$ cat src/rtl/midi_voice_allocator.sv
// midi_voice_allocator
// Parses a raw MIDI byte stream for one channel and maps note-on/note-off
// events onto NUM_VOICES voice slots. A new note-on takes the voice already
// playing that note, else a free voice, else it steals the oldest voice.
module midi_voice_allocator #(
    parameter int NUM_VOICES = 4,
    parameter int CHANNEL    = 0,
    parameter int AGE_BITS   = 4,
    parameter int IDX_BITS   = (NUM_VOICES > 1) ? $clog2(NUM_VOICES) : 1
) (
    input  logic                      clk,
    input  logic                      rst,
    input  logic [7:0]                midi_data,
    input  logic                      midi_valid,
    output logic                      midi_ready,
    output logic [NUM_VOICES-1:0]     voice_gate,
    output logic [7*NUM_VOICES-1:0]   voice_note,
    output logic [7*NUM_VOICES-1:0]   voice_velocity,
    output logic                      voice_update,
    output logic [IDX_BITS-1:0]       voice_update_idx,
    output logic                      voice_stolen
);

    localparam logic [7:0]          NOTE_OFF_STATUS = 8'h80 | 8'(CHANNEL);
    localparam logic [7:0]          NOTE_ON_STATUS  = 8'h90 | 8'(CHANNEL);
    localparam logic [AGE_BITS-1:0] AGE_MAX         = '1;

    // IDLE: no running status, data bytes dropped. EXEC: one cycle in which
    // the latched note/velocity are applied to the voice bank.
    typedef enum logic [1:0] {
        S_IDLE,
        S_NOTE,
        S_VEL,
        S_EXEC
    } state_t;

    state_t state_q, state_d;
    logic   rs_on_q, rs_on_d;          // running status is note-on (1) or note-off (0)
    logic [6:0] note_lat_q, note_lat_d;
    logic [6:0] vel_lat_q, vel_lat_d;

    logic [NUM_VOICES-1:0] gate_q, gate_d;
    logic [6:0]            note_q [NUM_VOICES];
    logic [6:0]            note_d [NUM_VOICES];
    logic [6:0]            vel_q  [NUM_VOICES];
    logic [6:0]            vel_d  [NUM_VOICES];
    logic [AGE_BITS-1:0]   age_q  [NUM_VOICES];
    logic [AGE_BITS-1:0]   age_d  [NUM_VOICES];

    logic                upd_q, upd_d;
    logic [IDX_BITS-1:0] upd_idx_q, upd_idx_d;
    logic                stolen_q, stolen_d;

    logic                accept;
    logic                match_found, free_found, steal;
    logic [IDX_BITS-1:0] match_idx, free_idx, old_idx, sel_idx;
    logic [AGE_BITS-1:0] old_age;

    assign midi_ready = (state_q != S_EXEC);
    assign accept     = midi_valid && midi_ready;

    // Parser: realtime bytes pass through untouched, channel note status
    // (re)arms running status, any other status drops it.
    always_comb begin
        // NOTE: every combinational output gets a default first, so no path leaves it unassigned and infers a latch.
        state_d    = state_q;
        rs_on_d    = rs_on_q;
        note_lat_d = note_lat_q;
        vel_lat_d  = vel_lat_q;
        if (state_q == S_EXEC) begin
            state_d = S_NOTE;
        end else if (accept && (midi_data < 8'hF8)) begin
            if ((midi_data == NOTE_ON_STATUS) || (midi_data == NOTE_OFF_STATUS)) begin
                rs_on_d = midi_data[4];
                state_d = S_NOTE;
            end else if (midi_data[7]) begin
                rs_on_d = 1'b0;
                state_d = S_IDLE;
            end else begin
                case (state_q)
                    S_NOTE: begin
                        note_lat_d = midi_data[6:0];
                        state_d    = S_VEL;
                    end
                    S_VEL: begin
                        vel_lat_d = midi_data[6:0];
                        state_d   = S_EXEC;
                    end
                    default: ;
                endcase
            end
        end
    end

    // Voice search: lowest active voice on the latched note, lowest free
    // voice, and oldest voice (first maximum wins ties).
    always_comb begin
        match_found = 1'b0;
        match_idx   = '0;
        free_found  = 1'b0;
        free_idx    = '0;
        old_idx     = '0;
        old_age     = age_q[0];
        for (int i = 0; i < NUM_VOICES; i++) begin
            if (gate_q[i] && (note_q[i] == note_lat_q) && !match_found) begin
                match_found = 1'b1;
                match_idx   = IDX_BITS'(i);
            end
            if (!gate_q[i] && !free_found) begin
                free_found = 1'b1;
                free_idx   = IDX_BITS'(i);
            end
            if (age_q[i] > old_age) begin
                old_age = age_q[i];
                old_idx = IDX_BITS'(i);
            end
        end
        steal   = !match_found && !free_found;
        sel_idx = match_found ? match_idx : (free_found ? free_idx : old_idx);
    end

    // Voice bank update during EXEC; update/stolen are single-cycle pulses.
    always_comb begin
        gate_d    = gate_q;
        note_d    = note_q;
        vel_d     = vel_q;
        age_d     = age_q;
        upd_d     = 1'b0;
        upd_idx_d = upd_idx_q;
        stolen_d  = 1'b0;
        if (state_q == S_EXEC) begin
            if (rs_on_q && (vel_lat_q != 7'd0)) begin
                for (int i = 0; i < NUM_VOICES; i++) begin
                    if (gate_q[i] && (IDX_BITS'(i) != sel_idx) && (age_q[i] != AGE_MAX)) begin
                        age_d[i] = age_q[i] + AGE_BITS'(1);
                    end
                end
                gate_d[sel_idx] = 1'b1;
                note_d[sel_idx] = note_lat_q;
                vel_d[sel_idx]  = vel_lat_q;
                age_d[sel_idx]  = '0;
                upd_d           = 1'b1;
                upd_idx_d       = sel_idx;
                stolen_d        = steal;
            end else if (match_found) begin
                for (int i = 0; i < NUM_VOICES; i++) begin
                    if (gate_q[i] && (note_q[i] == note_lat_q)) begin
                        gate_d[i] = 1'b0;
                    end
                end
                upd_d     = 1'b1;
                upd_idx_d = match_idx;
            end
        end
    end

    // State and voice registers.
    always_ff @(posedge clk or posedge rst) begin
        if (rst) begin
            state_q    <= S_IDLE;
            rs_on_q    <= 1'b0;
            note_lat_q <= '0;
            vel_lat_q  <= '0;
            gate_q     <= '0;
            upd_q      <= 1'b0;
            upd_idx_q  <= '0;
            stolen_q   <= 1'b0;
            // NOTE: the per-voice arrays are reset too; they are a few flops each and their reset value is visible on the outputs.
            for (int i = 0; i < NUM_VOICES; i++) begin
                note_q[i] <= '0;
                vel_q[i]  <= '0;
                age_q[i]  <= '0;
            end
        end else begin
            // NOTE: non-blocking assignments so every flop samples pre-edge values regardless of statement order.
            state_q    <= state_d;
            rs_on_q    <= rs_on_d;
            note_lat_q <= note_lat_d;
            vel_lat_q  <= vel_lat_d;
            gate_q     <= gate_d;
            upd_q      <= upd_d;
            upd_idx_q  <= upd_idx_d;
            stolen_q   <= stolen_d;
            for (int i = 0; i < NUM_VOICES; i++) begin
                note_q[i] <= note_d[i];
                vel_q[i]  <= vel_d[i];
                age_q[i]  <= age_d[i];
            end
        end
    end

    // Pack per-voice note/velocity onto the flat output buses.
    always_comb begin
        voice_note     = '0;
        voice_velocity = '0;
        for (int i = 0; i < NUM_VOICES; i++) begin
            voice_note[7*i +: 7]     = note_q[i];
            voice_velocity[7*i +: 7] = vel_q[i];
        end
    end

    assign voice_gate       = gate_q;
    assign voice_update     = upd_q;
    assign voice_update_idx = upd_idx_q;
    assign voice_stolen     = stolen_q;

endmodule

$ cat config.mk
export PLATFORM = sky130hd
export DESIGN_NAME = midi_voice_allocator
export DESIGN_NICKNAME = d
export VERILOG_FILES = /design/src/rtl/midi_voice_allocator.sv
export SDC_FILE = /design/constraint.sdc
export NUM_CORES = 1
export LEC_CHECK = 0
export ABC_AREA = 1
export CORE_UTILIZATION = 50
export CTS_CLUSTER_DIAMETER = 200
export CTS_CLUSTER_SIZE = 14
export DETAILED_ROUTE_END_ITERATION = 7
export GPL_TIMING_DRIVEN = 0
export PLACE_DENSITY_LB_ADDON = 0.25
export SYNTH_ARGS = -nofsm -noshare
export SYNTH_HDL_FRONTEND = slang
export SYNTH_SLANG_ARGS = --single-unit
$ cat constraint.sdc
create_clock -name clk -period 4.99 [get_ports clk]
set_input_delay 0.998 -clock clk [delete_from_list [all_inputs] [get_ports clk]]
set_output_delay 0.998 -clock clk [all_outputs]
set_load 0.02 [all_outputs]
### Word-level counts from Yosys, hierarchy flattened

Cells that the tools add are included.

| storage, ports and cells | value |
|---|---|
| memory bits (writable) | 0 |
| bits in registers | 97 |
| output and inout bits | 65 |
| memories kept | 0 |
| bits in read-only memories | 0 |
| input port bits | 11 |
| bits in latches | 0 |
| logic and storage cells | 175 |

| cells by class | value |
|---|---|
| $add $sub $neg | 4 |
| div/mod/pow operators | 0 |
| reductions and logical operators | 55 |
| shifts and indexed selects | 0 |
| multipliers | 0 |
| order comparisons | 8 |
| mux-type cells | 61 |
| bitwise operators | 7 |
| equal/unequal tests | 17 |

Operators with widths:

| cell | count |
|---|---|
| 4-bit two-way mux | 17 |
| 28-bit bitwise mux | 2 |
| 7-bit == test | 4 |
| 2-bit two-way mux | 14 |
| 1-bit logical AND | 24 |
| 1-bit two-way mux | 23 |
| 4-bit by 1-bit adder with 4-bit output, second input constant | 4 |
| 16-bit bitwise AND | 1 |
| 8-bit == test, second input constant | 2 |
| 4-bit != test, second input constant | 4 |
| 16-bit inverter | 1 |
| 2-bit nonzero test | 8 |
| 3-bit AND reduction | 5 |
| 7-bit demux with 2-bit select | 1 |
| 4-bit > comparator | 3 |
| 1-bit zero test | 10 |
| 5-bit AND reduction | 2 |
| 4-bit demux with 2-bit select | 1 |
| 8-bit less-than comparator, second input constant | 1 |
| 7-bit two-way mux | 1 |
| 7-bit nonzero test | 1 |
| 2-bit AND reduction | 3 |
| 5-bit nonzero test | 1 |
| 2-bit == test, second input constant | 2 |
| other kinds (14) | 17 |

### Longest topological paths before layout

Gate-level depths: netlist of the first run.

| depth | value |
|---|---|
| depth in word-level cells | 20 |
| mapped depth | 32 |

### Least setup slack after synthesis of the first run

Ideal clock, no wire load.

| timing path | value |
|---|---|
| kind | flip-flop to flip-flop |
| start point | register age_q[14] (netlist name) |
| end point | register vel_q (netlist bit voice_velocity[14]) |
| cell stages (with the launch flop) | 32 |
| path slack | 1,346 ps |
| clock period less this slack | 3,644 ps |
| required time | 4,866 ps |
| data arrival time | 3,520 ps |
| buffers on the path | 2 |
| setup time | 124 ps |
| cell sequence | dfrtp_1 inv_1 ha_1 nand2_1 inv_1 nand3_1 a21boi_0 inv_1 nand2_1 o21ai_0 ha_1 inv_1 o21bai_1 nand2_1 nand2_1 nand2_1 nand2_1 o21ai_0 ha_1 nand2_1 inv_1 nand2_1 nand2_1 nand2_1 nand3_1 nand3_1 nand2_4 nand4_4 buf_6 buf_6 nand2_1 o21ai_1 |

| between the ends | value |
|---|---|
| cells in the longest elaborated chain, start to end | 14 |
| elaborated cells on any way between the ends | 17 |
| those cells by class | order compare (5); mux (10); bitwise (1); reduce/logical (1) |

RTL lines:

| element | line | RTL |
|---|---|---|
| start, declared | 47 | `logic [AGE_BITS-1:0] age_q [NUM_VOICES];` |
| start signal, assigned by index | 187 | `age_q[i] <= age_d[i];` |
| 4-bit > comparator | 113 | `if (age_q[i] > old_age) begin` |
| 4-bit two-way mux | 113 |  |
| 4-bit > comparator | 113 |  |
| 4-bit two-way mux | 113 |  |
| 4-bit > comparator | 113 |  |
| 2-bit two-way mux (*) | 113 |  |
| 2-bit two-way mux (*) (2 in series) | 119 | `sel_idx = match_found ? match_idx : (free_found ? free_idx : old_idx);` |
| 2-bit inverter with 3-bit output (implied by the code) (*) | 140 | `vel_d[sel_idx] = vel_lat_q;` |
| 3-bit >= comparator (implied by the code) / 3-bit by 1-bit less-than comparator with 1-bit output (equally long branches) | 140 |  |
| 1-bit logical AND (implied by the code) | 140 |  |
| 7-bit two-way mux (implied by the code) | 140 |  |
| 7-bit demux with 2-bit select (*) | 140 |  |
| 28-bit bitwise mux (*) | 140 |  |
| end signal, assigned by index | 186 | `vel_q[i] <= vel_d[i];` |
| end, declared | 45 | `logic [6:0] vel_q [NUM_VOICES];` |

Every way passes the cells marked *; elsewhere a longest branch is shown, timed or not.
A chain may end at the register's enable or synchronous reset.

### Final worst setup path of the first run

| timing path | value |
|---|---|
| start point | register age_q[10] (netlist name) |
| end point | register vel_q (netlist bit voice_velocity[5]) |

The elaborated chain is that of the path after synthesis.

==> results of run 1 <==
## routing by layer
metal	track usage [%]	routed length, um
met1	32.45	5829
met2	43.76	6692
met3	3.618	459
met4	10.87	279
met5	0	0
## critical path, cell delays in order, from the launching register on
cell and delay (ns):
dfrtp_1 0.50, ha_1 0.33, nand2_1 0.04, inv_1 0.07, o21ai_0 0.10, a21boi_0 0.27, inv_1 0.19, o21ai_0 0.30
ha_1 0.30, nand2_1 0.06, inv_1 0.04, nand3_1 0.05, nand2_1 0.16, o21ai_0 0.27, ha_1 0.29, nand2_1 0.08
inv_1 0.05, nand2_1 0.06, nand2_1 0.07, nand2_1 0.07, nand3_1 0.09, nand3_1 0.15, nand2_4 0.11, inv_4 0.10
nand4_2 0.09, buf_2 0.22, nand2_1 0.10, o21ai_1 0.07
## placed cells by master (no fill, tap or decap), drive strengths merged
master         count
xor2               6
nor2              37
o21bai             1
buf               16
o21ai             98
o22ai              1
nand4              9
a21oi             10
ha                16
o31ai              2
o41ai              1
mux2i              1
inv               95
nor4               2
nand3             26
nand2            231
a21boi             3
a22oi              1
dfrtp             97
clkbuf            12
xnor2             10
clkinv             4
or2                3
a211oi             1
nor3               4
clkdlybuf4s50     75
## path summary, 6_finish.rpt
path / start / end / slack [ns] / cells after the start
worst max-delay path: age_q[10] / voice_velocity[5] / 0.64 / 27
worst min-delay path: voice_velocity[23] / voice_velocity[23] / 0.49 / 2
worst max register to register: age_q[10] / voice_velocity[5] / 0.64 / 27
worst min register to register: voice_velocity[23] / voice_velocity[23] / 0.49 / 2
max in group asynchronous: rst / voice_note[21] / 3.28 / 3
min in group asynchronous: rst / age_q[4] / 1.05 / 2
## metrics by stage
stage	utilization [%]	TNS (ns)	cell area [sq um]
floorplan	-	0	5318
global placement	60.43	-2.178	6238
detailed placement	60.72	0	6269
CTS	62.50	0	6452
global route	62.50	0	6452
finish	62.50	0	6452
## cell type report
class | count | area [sq um] | share of cell area, %
tap | 136 | 170.2 | 2.637
buffer | 18 | 140.1 | 2.172
inverter | 92 | 352.8 | 5.468
sequential | 97 | 2427 | 37.62
clock inverter | 7 | 60.06 | 0.9308
timing repair buffer | 76 | 778.2 | 12.06
clock buffer | 9 | 123.9 | 1.920
multi-input combinational | 463 | 2400 | 37.19
## synth_stat cells (all sizes together), types with 2 or more instances
cell type,number
a21oi,10
nor3,4
ha,16
inv,92
nor4,2
nor2,37
o21ai,98
a21boi,3
nand2,231
dfrtp,97
o31ai,2
xor2,6
or2,3
buf,15
xnor2,10
clkbuf,3
nand3,26
nand4,9
## kinds of logic (layout without fill, tap and decap cells)
family / Yosys count / in the layout / share of synthesized area [%]
muxes: 1 / 1 / 0.1882
adders and majority gates: 16 / 16 / 3.765
buffers and inverters: 110 / 202 / 9.224
xor gates and xnor gates: 16 / 16 / 2.635
and+or+nand+nor: 312 / 312 / 25.20
AOI/OAI and AO/OA: 118 / 118 / 13.34
DFF: 97 / 97 / 45.65
## power by group through the flow
| stage | sequential [mW] | combinational, mW | clock (mW) |
|---|---|---|---|
| final | 0.929 | 0.502 | 0.491 |
| after global routing | 0.940 | 0.563 | 0.529 |
| after floorplan | 0.922 | 0.364 | 0 |
| after detailed placement | 0.942 | 0.499 | 0 |
| after global placement | 0.938 | 0.484 | 0 |
| after CTS | 0.926 | 0.501 | 0.499 |
## flip-flops by register name (all words and copies together), names as in the netlist, 2 cells and up
signal            cells
voice_note           28
voice_velocity       28
age_q                16
note_lat_q            7
vel_lat_q             7
voice_gate            4
state_q               2
voice_update_idx      2
==> impl_metrics.ini, run 1 <==
[cts]
clk_pin_slew_ns = 0.11
insertion_delay_ns = 0.38
cts-buffers-inserted = 9
cts_num_sinks = 97
clk_path_buf_depth = 2
cts_resized = 0
post-cts-setup-buffers = 0
cts_max_level = 3
cts_hold_buffers = 0
root_buffer = clkbuf_8
cts_tree = built

[global_route]
grt_max_degree = 51
globalRoute.totalOverflow = 0
grtUsageTotal_pct = 25.60
grt_pass1_wl_mm = 21.87
antenna_found_initial = 0
grt_pass1_vias = 4537

[worst_setup_path]
crit_type = flop to flop
worstSetupEndpointType = flop
arrival_ns = 4.62
critical_path.max_fanout = 10
required_ns = 5.26
startpoint_type = flop

[logic_synthesis]
yosys_warnings = 0
ys_seq_elements = 97
ys_types = 40
syn_nets = 697
ys_seq_area_share_pct = 45.65
yosys.area.top_type_share_pct = 45.65
syn_avg_cell_area_sq_um = 7.937
synth-main-ff-cell = dfrtp_1
synth_area_leader_cell = dfrtp_1
synth_edf_count = 0
synth_top_cells_by_area = dfrtp_1 (46%), nand2_1 (16%), inv_1 (5.9%), o21ai_0 (4.2%), o21ai_2 (4.1%)
syn_area_sq_um = 5318
synth_cells = 670
async_reset_ff_share_pct = 100.0

[route]
vias_per_cell = 5.251
routed_wl_mm = 13.26
drtAntennaViolNets = 0
wl_per_cell_um = 14.77
drt_iter0_markers = 273
firstDrtPassIters = 4
drc = 0
num_vias = 4715

[sta]
finalMaxSlewViolations = 0
setup_viol = 0
hold_violations = 0
slew_headroom_pct = 58.69
worst_slack_ns = 0.6372
tightest_slew_ns = 0.6196
finalCritPeriodShare_pct = 87.23
min_period_ns = 4.353
rsz0062_at_grt = no
hold_ws_ns = 0.4914
max_freq_mhz = 229.7
skew_ns = 0.01745

[power]
power.internal_mw = 1.194
max-vdd-ir-drop_uv = 222.9
p_sw_share_pct = 37.88
seqPwrFrac_pct = 48.3
power_leakage_nw = 3.154
finalPower_mw = 1.922
pwr-share-clk_pct = 25.6
comb_power_share_pct = 26.1
p_sw_mw = 0.7282
p_per_area_nw_per_um2 = 297.9

[run_status]
status = complete, no violations

[floorplan]
core_area_sq_um = 10320
initial_core_util_pct = 51.51
dieWidth_um = 105.1
chipHeight_um = 105.1
io_pins = 76
num_rows = 37
die_area_sq_um = 11050

[cells_and_area]
syn_to_final_growth_pct = 21.34
layout.nets = 784
fin_cells = 898
fill_cells = 912
antennaDiodeCount = 0
drive_above_1_share_pct = 10.89

[placed_design]
post-dp-hpwl_mm = 10.18
placed_cells_incl_taps = 882
dpl_worst_slack_ns = 0.5949
io_buffers = 75
place_congestion = 0.9568

[run]
max-cap-violations = 0

[hold_path]
holdCritPathClass = flop to flop
No activity file was read; power rests on OpenSTA's default activity.
==> run 2, diff against run 1 <==
Settings changed: CORE_ASPECT_RATIO set to 1.5, CTS_BUF_LIST set to sky130_fd_sc_hd__clkbuf_8.
==> impl_metrics.ini, run 2 (synthesis gave the netlist of run 1 again) <==
[worst_setup_path]
startpoint_type = flop
crit_top_cell = nand2_1
critical_path.max_fanout = 10
path_buf_inv = 7
cpLargestDelayFamily = simple AND/OR/NAND/NOR gates
required_ns = 5.26
crit_type = flop to flop
arrival_ns = 4.62
cp_slowest_cell = dfrtp_1
critPathMaxStageDelay_ns = 0.43
critical_path.startpoint = age_q[14]
worstSetupEndpointType = flop
rr_startpoint = age_q[14]

[floorplan]
num_rows = 45
core_area_sq_um = 10250
io_pins = 76
initial_core_util_pct = 51.89
dieWidth_um = 86.20
die_area_sq_um = 11060
chipHeight_um = 128.3

[run]
max-cap-violations = 0

[power]
p_per_area_nw_per_um2 = 303.8
max-vdd-ir-drop_uv = 240.2
power_leakage_nw = 3.152
finalPower_mw = 1.968

[cells_and_area]
final_cell_mix = nand2_1 (226), dfrtp_1 (97), inv_1 (83)
syn_to_final_growth_pct = 21.79
layout.nets = 784
antennaDiodeCount = 0
fin_cells = 903
drive_above_1_share_pct = 10.89
final_common_cell = nand2_1

[cts]
cts_tree = built
cts_num_sinks = 97
post-cts-setup-buffers = 0
clk_pin_slew_ns = 0.10
cts_hold_buffers = 0
cts_max_level = 3
clk_path_buf_depth = 2
cts-buffers-inserted = 9
insertion_delay_ns = 0.38
cts_resized = 0
root_buffer = clkbuf_8

[sta]
skew_ns = 0.008536
finalMaxSlewViolations = 0
rsz0062_at_grt = no
finalCritPeriodShare_pct = 87.22
setup_viol = 0
fin_tns_setup_ns = 0
max_freq_mhz = 229.8
slew_headroom_pct = 57.00
hold_violations = 0
tightest_slew_ns = 0.6391
min_period_ns = 4.352

[route]
drt_iter0_markers = 233
num_vias = 4787
vias_per_cell = 5.301
drtAntennaViolNets = 0
drc = 0
wl_per_cell_um = 15.08
routed_wl_mm = 13.62
firstDrtPassIters = 5

[global_route]
antenna_found_initial = 0
grt_pass1_wl_mm = 22.95
globalRoute.totalOverflow = 0
grt_max_degree = 51
grtUsageTotal_pct = 26.85
grt_pass1_vias = 4814

[placed_design]
placed_cells_incl_taps = 887
io_buffers = 75
post-dp-hpwl_mm = 10.41
place_congestion = 0.9086

[run_status]
status = complete, no violations

[hold_path]
holdCritPathClass = flop to flop
worstHoldStart = voice_velocity[11]
run 2: metal layers:
metal  up-vias  routed length [um]  part of all wire [%]  global-route usage (%)
met2       131                7258                    53                   48.23
met4         0                 486                   3.6                   12.45
met5         -                   0                     0                       0
li1       2303                   -                     -                       -
met1      2317                5370                    39                   30.95
met3        36                 506                   3.7                   4.379
run 2: through the flow:
stage / setup slack (ns) / utilization, % / hold WS [ns] / cell area [sq um]
2_1_floorplan: 1.346 / - / 0.4686 / 5318
3_3_place_gp: 0.04272 / 60.94 / 0.4702 / 6245
3_5_place_dp: 0.6624 / 61.23 / 0.4761 / 6275
4_1_cts: 0.6441 / 63.20 / 0.4956 / 6476
5_1_grt: 0.1863 / 63.20 / 0.5273 / 6476
6_report: 0.6379 / 63.20 / 0.4942 / 6476
run 2: path summary, 6_finish.rpt:
| path | end | cells past startpoint | slack, ns |
|---|---|---|---|
| max | voice_velocity[15] | 31 | 0.64 |
| min reg2reg | voice_velocity[11] | 2 | 0.49 |
| min in group asynchronous | voice_note[8] | 2 | 1.06 |
| max reg2reg | voice_velocity[15] | 31 | 0.64 |
| min | voice_velocity[11] | 2 | 0.49 |
| max in group asynchronous | voice_velocity[11] | 3 | 3.27 |
run 2: final cells by class:
cell class | count | area, sq um
repair buffers | 76 | 778.2
clock inverters | 7 | 77.57
clock buffers | 9 | 123.9
inverters | 92 | 352.8
plain buffers | 18 | 140.1
fillers | 920 | 3771
flip-flops and latches | 97 | 2427
multi-input cells | 463 | 2400
well taps | 141 | 176.4
run 2: report_power, final:
| group | total [mW] | internal, mW | switching (mW) |
|---|---|---|---|
| Combinational | 0.506 | 0.154 | 0.352 |
| Clock | 0.532 | 0.236 | 0.296 |
| Sequential | 0.929 | 0.850 | 0.0792 |
| Total | 1.97 | 1.24 | 0.728 |
run 2: tightest hold or removal path, stage by stage (launching register included):
cell and delay [ns]:
dfrtp_1 0.35, nand2_1 0.07, o21ai_2 0.05
==> run 3, diff against run 2 <==
Settings changed: CAP_MARGIN set to 20, CTS_CLUSTER_SIZE 14 to unset, DONT_BUFFER_PORTS set to 1.
==> impl_metrics.ini, run 3 (synthesis gave the netlist of run 1 again) <==
[sta]
finalMaxSlewViolations = 0
setup_viol = 0
tightest_slew_ns = 0.6450
fin_tns_setup_ns = 0
worst_slack_ns = 0.8072
hold_violations = 0
slew_headroom_pct = 56.61
rsz0062_at_grt = no
finalCritPeriodShare_pct = 83.82
min_period_ns = 4.183
max_freq_mhz = 239.1
skew_ns = 0.01141

[cts]
root_buffer = clkbuf_8
post-cts-setup-buffers = 0
insertion_delay_ns = 0.37
cts_num_sinks = 97
cts_hold_buffers = 0
cts_max_level = 3
clk_path_buf_depth = 2
cts_tree = built
cts-buffers-inserted = 9
clk_pin_slew_ns = 0.10
cts_resized = 0

[placed_design]
post-dp-hpwl_mm = 10.28
io_buffers = 0
placed_cells_incl_taps = 812
dpl_cell_area_sq_um = 5524
dpl_worst_slack_ns = 0.8405
place_congestion = 0.8863

[worst_setup_path]
rr_startpoint = age_q[14]
startpoint_type = flop
cp_slowest_cell = dfrtp_1
worstSetupEndpointType = flop
cpLargestDelayFamily = simple AND/OR/NAND/NOR gates
crit_top_cell = nand2_1
required_ns = 5.24
reg2reg_depth = 28
critical_path.max_fanout = 10
arrival_ns = 4.43
critPathMaxStageDelay_ns = 0.43
worstSetupPathDepth = 28
critical_path.startpoint = age_q[14]
path_buf_inv = 6
crit_type = flop to flop

[run]
max-cap-violations = 0

[global_route]
antenna_found_initial = 0
grt_pass1_wl_mm = 21.37
globalRoute.totalOverflow = 0
grtUsageTotal_pct = 25.37
grt_max_degree = 61
grt_pass1_vias = 4367

[power]
finalPower_mw = 1.888
power_leakage_nw = 2.892
p_per_area_nw_per_um2 = 331.0
max-vdd-ir-drop_uv = 294.9

[cells_and_area]
fin_area_sq_um = 5704
antennaDiodeCount = 0
final_common_cell = nand2_1
final_cell_mix = nand2_1 (226), dfrtp_1 (97), inv_1 (84)
fin_cells = 828
layout.nets = 709
drive_above_1_share_pct = 11.94
syn_to_final_growth_pct = 7.271

[route]
drt_iter0_markers = 227
routed_wl_mm = 13.25
num_vias = 4450
wl_per_cell_um = 16.00
vias_per_cell = 5.374
drtAntennaViolNets = 0
firstDrtPassIters = 5
drc = 0

[floorplan]
dieWidth_um = 86.20
initial_core_util_pct = 51.89
num_rows = 45
core_area_sq_um = 10250
chipHeight_um = 128.3
io_pins = 76
die_area_sq_um = 11060

[hold_path]
holdCritPathClass = flop to flop
hold_depth = 2
worstHoldStart = vel_lat_q[5]

[run_status]
status = complete, no violations
==> run 3: area by class of cell <==
cell class                 instances  area (sq um)
sequential                        97          2427
clock inverter                     6         42.54
multi-input combinational        463          2400
timing repair buffer               1         27.53
buffer                            18         140.1
clock buffer                      10         137.6
tap                              141         176.4
inverter                          92         352.8
fill                             969          4543
==> run 3: layer usage <==
| metal | wire [um] | global-route usage [%] | vias up |
|---|---|---|---|
| met2 | 7277 | 47.62 | 116 |
| li1 | - | - | 2158 |
| met4 | 319 | 8.922 | 0 |
| met5 | 0 | 0 | - |
| met1 | 4884 | 26.71 | 2148 |
| met3 | 768 | 7.019 | 28 |
==> run 3: worst register-to-register path, delay by kind of cell, from the launching register on <==
kind	cells	cell delay (ns)
adders and majority gates	3	0.88
and+or+nand+nor	13	1.13
AOI/OAI and AO/OA	6	0.94
DFF	1	0.43
buffers and inverters	6	0.69
==> run 3: path summary, 6_finish.rpt <==
check                            endpoint  slack [ns]
max                         voice_note[3]        0.81
min                          vel_lat_q[5]        0.52
max reg2reg                 voice_note[3]        0.81
min reg2reg                  vel_lat_q[5]        0.52
max in group asynchronous   voice_note[6]        3.80
min in group asynchronous  voice_note[11]        0.53
==> run 3: stage by stage <==
| stage | utilization, % | hold slack (ns) |
|---|---|---|
| final | 55.67 | 0.5249 |
| after global routing | 55.67 | 0.5510 |
| after CTS | 55.67 | 0.5218 |
| after detailed placement | 53.91 | 0.5007 |
| after global placement | 53.61 | 0.4962 |
| after floorplan | - | 0.4686 |
==> run 3: report_power, final <==
group / internal [mW] / switching, mW
Sequential: 0.850 / 0.0814
Combinational: 0.139 / 0.341
Clock: 0.196 / 0.281
Total: 1.19 / 0.703
